===== config.mk =====
export PLATFORM = sky130hd
export DESIGN_NAME = wrap_counter
export DESIGN_NICKNAME = d
export VERILOG_FILES = /design/src/rtl/wrap_counter.sv
export SDC_FILE = /design/constraint.sdc
export NUM_CORES = 1
export LEC_CHECK = 0
export CORE_MARGIN = 5
export CORE_UTILIZATION = 42
export DETAILED_ROUTE_END_ITERATION = 10
export PLACE_DENSITY = 0.69
export SLEW_MARGIN = 20
export SYNTH_ARGS = -nofsm -noshare
export SYNTH_HDL_FRONTEND = slang
export SYNTH_SLANG_ARGS = --single-unit

===== constraint.sdc =====
create_clock -name clock -period 4.2 [get_ports clock]
set_clock_uncertainty 0.1 [all_clocks]
set_input_delay 0.63 -clock clock [delete_from_list [all_inputs] [get_ports clock]]
set_output_delay 0.63 -clock clock [all_outputs]
set_load 0.05 [all_outputs]

===== src/rtl/wrap_counter.sv =====
// Bounded up/down wrap counter driven by a synchronised, edge-detected push-button step.
// Define WRAP_COUNTER_DEBOUNCE_EN to insert a stability-counter debouncer ahead of the edge detector.
module wrap_counter #(
   parameter int WIDTH         = 10,
   parameter int DEBOUNCE_BITS = 16
) (
   input  logic             clock,
   input  logic             reset_n,
   input  logic             step,
   input  logic             dir,
   input  logic [WIDTH-1:0] max,
   input  logic             load,
   input  logic [WIDTH-1:0] load_value,
   output logic [WIDTH-1:0] count,
   output logic             wrap
);

   logic             s1_q, s2_q;
   logic             step_pulse;
   logic [WIDTH-1:0] count_q, count_d;
   logic             wrap_q, wrap_d;

   always_ff @(posedge clock or negedge reset_n) begin
      if (!reset_n) begin
         s1_q <= 1'b0;
         s2_q <= 1'b0;
      end else begin
         s1_q <= step;
         s2_q <= s2_q ^ (s1_q ^ s2_q);
      end
   end

`ifdef WRAP_COUNTER_DEBOUNCE_EN
   logic                     stable_q, stable_d;
   logic [DEBOUNCE_BITS-1:0] db_cnt_q, db_cnt_d;
   logic                     pulse_q, pulse_d;

   // The accepted level flips only after s2 disagrees with it for 2^DEBOUNCE_BITS edges.
   always_comb begin
      stable_d = stable_q;
      db_cnt_d = '0;
      pulse_d  = 1'b0;
      if (s2_q != stable_q) begin
         if (&db_cnt_q) begin
            stable_d = s2_q;
            pulse_d  = s2_q;
         end else begin
            db_cnt_d = db_cnt_q + DEBOUNCE_BITS'(1);
         end
      end
   end

   always_ff @(posedge clock or negedge reset_n) begin
      if (!reset_n) begin
         stable_q <= 1'b0;
         db_cnt_q <= '0;
         pulse_q  <= 1'b0;
      end else begin
         stable_q <= stable_d;
         db_cnt_q <= db_cnt_d;
         pulse_q  <= pulse_d;
      end
   end

   assign step_pulse = pulse_q;
`else
   logic s3_q;

   // DEBOUNCE_BITS has no effect in this build; the guard only keeps the parameter referenced.
   if (DEBOUNCE_BITS >= 1) begin : g_edge
      always_ff @(posedge clock or negedge reset_n) begin
         if (!reset_n) begin
            s3_q <= 1'b0;
         end else begin
            s3_q <= s2_q;
         end
      end
   end

   assign step_pulse = s2_q & ~s3_q;
`endif

   always_comb begin
      count_d = count_q;
      wrap_d  = 1'b0;
      if (load) begin
         count_d = (load_value > max) ? max : load_value;
      end else if (step_pulse) begin
         if (dir) begin
            if (count_q >= max) begin
               count_d = '0;
               wrap_d  = 1'b1;
            end else begin
               count_d = count_q + WIDTH'(1);
            end
         end else begin
            if (count_q == '0) begin
               count_d = max;
               wrap_d  = 1'b1;
            end else if (count_q > max) begin
               count_d = max;
            end else begin
               count_d = count_q - WIDTH'(1);
            end
         end
      end
   end

   always_ff @(posedge clock or negedge reset_n) begin
      if (!reset_n) begin
         count_q <= '0;
         wrap_q  <= 1'b0;
      end else begin
         count_q <= count_d;
         wrap_q  <= wrap_d;
      end
   end

   assign count = count_q;
   assign wrap  = wrap_q;

endmodule

==> results.sh <==
export IMPL_synth_top_area_share_pct=18.8
export IMPL_drtPass1Iterations=4
export IMPL_syn_cell_area_sq_um=1860
export IMPL_numCtsBuffers=3
export IMPL_power_density_nw_per_um2=344
export IMPL_met3_usage_pct=3.90
export IMPL_tightest_slew_ns=0.719
export IMPL_finalCriticalPeriod_ns=3.39
export IMPL_yosys_top_cells_area="dfrtp_1 19%, ha_1 15%, mux2i_1 7.5%"
export IMPL_num_io_pins=36
export IMPL_wl_um=5520
export IMPL_clockBufferDepth=2
export IMPL_yosysWarnings=0
export IMPL_cp_arrival_ns=3.45
export IMPL_outcome="finished, final reports clean"
export IMPL_path_cells="clkdlybuf4s50_1 > inv_1 > ha_1 > a211o_1 > a21oi_1 > o211ai_2 > buf_4 > a2111oi_0 > nor4_1 > a211oi_1"
export IMPL_synth_edf_count=0
export IMPL_synthTopCellsByCount="23 x ha_1, 23 x nand2_1, 19 x nor2_1"
export IMPL_drive_gt1_share_pct=5.81
export IMPL_slowest_stage="a2111oi_0"
export IMPL_switching_power_mw=0.370
export IMPL_finalCritPeriodShare_pct=80.8
export IMPL_cp_start_kind="input pin"
export IMPL_slew_headroom_pct=51.9
export IMPL_holdBufCountCts=0
export IMPL_start_util_pct=43.0
export IMPL_wl_per_cell_um=17.8
export IMPL_power_frac_seq_pct=28.4
export IMPL_grt_pass1_wl_um=9000
export IMPL_grt_use_met2_pct=28.9
export IMPL_core_sq_um=4320
export IMPL_cts_sinks=14
export IMPL_syn2layout_area_growth_pct=23.5
export IMPL_max_stage_delay_ns=0.51
export IMPL_avgSynthCellArea_sq_um=8.16
export IMPL_p_sw_share_pct=46.9
export IMPL_vias=1851
export IMPL_syn_inst=228
export IMPL_drc=0
export IMPL_ys_seq_area_share_pct=18.8
export IMPL_cts_resized=0
export IMPL_rsz0062_at_grt="false"
export IMPL_worstSetupEndpointType="register"
export IMPL_netlist_top_cell_by_area="dfrtp_1"
export IMPL_die_y_um=76.6
export IMPL_ys_ff_latch=14
export IMPL_grt_pass1_vias=1731
export IMPL_place_ws_ns=0.618
export IMPL_ant_nets=0
export IMPL_track_usage_pct=18.6
export IMPL_path_clk_slew_ns=0.07
export IMPL_grt_max_degree=24
export IMPL_postCtsSetupRepairBufs=0
export IMPL_worst_slack_ns=0.808
export IMPL_vdd_ir_drop_max_v=0.000151
export IMPL_power_mw=0.790
export IMPL_regArea_sq_um=350
export IMPL_gp_congestion=0.906
export IMPL_rows=24
export IMPL_multi_input_area_sq_um=1390
export IMPL_p_int_mw=0.420
export IMPL_cts_tree="built"
export IMPL_first_iter_violations=167
export IMPL_gr_usage_met1_pct=26.3
export IMPL_die_x_um=76.6
export IMPL_fmax_mhz=295
export IMPL_cp_required_ns=4.26
export IMPL_die_area_sq_um=5860
export IMPL_critPathKind="in2reg"
export IMPL_root_buffer="clkbuf_8"
export IMPL_hpwl_um=4290
export IMPL_maxCapViolations=0
export IMPL_crit_path_max_fanout=11
export IMPL_setup_viol=0
export IMPL_synth_ff_type="dfrtp_1"
export IMPL_clkPwrFrac_pct=17.7
export IMPL_finalHoldViolCount=0
export IMPL_clk_latency_ns=0.25
export IMPL_synth_fp_nets=276
export IMPL_vias_per_cell=5.97
export IMPL_fillers=441
export IMPL_numPortBuffers=35
export IMPL_p_leak_nw=1.00
export IMPL_layout_nets=307
export IMPL_num_antenna_cells=0
export IMPL_synth_cell_types=50
export IMPL_async_reset_ff_share_pct=100
export IMPL_hold_path_class="reg2reg"
export IMPL_power_frac_comb_pct=53.9
export IMPL_grt_busiest_layer="met2"
export IMPL_tns_ns=0
export IMPL_slew_violations=0
export IMPL_overflow=0
export IMPL_h_tree_depth=1
export IMPL_antenna_found_initial=0
export IMPL_finish_utilization_pct=53.2
-- power by group through the flow --
stage,registers (mW),logic [mW],clock network (mW)
6_report,0.224,0.426,0.140
5_1_grt,0.231,0.460,0.149
4_1_cts,0.223,0.423,0.142
3_5_place_dp,0.225,0.421,0
3_3_place_gp,0.226,0.420,0
2_1_floorplan,0.253,0.259,0
-- stage by stage --
stage          std cells  cell area, sq um  hold WS [ns]
2_1_floorplan        228              1860         0.234
3_3_place_gp         306              2240         0.236
3_5_place_dp         306              2240         0.242
4_1_cts              310              2300         0.257
5_1_grt              310              2300         0.268
6_report             310              2300         0.256
-- area by class of cell --
class / count / share of cell area (%)
Sequential cell: 14 / 15.2
Multi-Input combinational cell: 185 / 60.4
Clock buffer: 4 / 2.40
Tap cell: 52 / 2.83
Timing Repair Buffer: 39 / 16.5
Inverter: 16 / 2.61
-- flip-flops by register name, summed over array words and instances (netlist names) --
signal  flops
s3_q        1
s1_q        1
s2_q        1
wrap        1
count      10
-- path summary, 6_finish.rpt --
kind / cells after the start / from / slack [ns] / end
setup / recovery: 10 / max[7] / 0.81 / count[2]
setup reg to reg: 8 / count[8] / 1.18 / count[2]
hold / removal: 0 / s1_q / 0.26 / s2_q
max in group asynchronous: 1 / reset_n / 2.84 / count[6]
hold reg to reg: 0 / s1_q / 0.26 / s2_q
min in group asynchronous: 1 / reset_n / 0.70 / count[4]
-- per-layer routing --
metal / vias up / wire, um
li1: 907 / -
met1: 871 / 2600
met2: 67 / 2490
met3: 6 / 363
met4: 0 / 70
met5: - / 0
-- critical path: cells and delay by family --
family	cells	cell delay (ns)
AO/OA/AOI/OAI	5	1.49
buffers and inverters	3	0.86
adder cells (fa/ha/maj)	1	0.32
AND/OR/NAND/NOR	1	0.14
-- logic make-up after synthesis --
logic type | count (synthesis) | synth area share (%)
AOI/OAI and AO/OA | 54 | 22.0
xor gates and xnor gates | 12 | 5.65
buffers and inverters | 29 | 6.59
and+or+nand+nor | 81 | 23.3
muxes | 15 | 8.14
DFF | 14 | 18.8
adders and majority gates | 23 | 15.5
-- cell usage in the layout, fill, tap and decap left out, types with 2 or more instances in the layout --
master,count
clkdlybuf4s50_1,35
nand2_1,23
ha_1,23
nor2_1,19
inv_1,16
mux2i_1,14
dfrtp_1,14
a21oi_1,9
xor2_1,8
o21ai_0,7
nand4_1,6
a211oi_1,6
nand2b_1,5
a221oi_1,5
nor3_1,5
xnor2_1,4
nand3_1,4
clkbuf_8,4
buf_4,4
o21a_1,3
a211o_1,3
and4_1,3
nor4_1,3
and3_1,3
a221o_1,3
o31ai_1,3
nor2b_1,2
a2111oi_0,2
No activity file was read; power rests on OpenSTA's default activity.
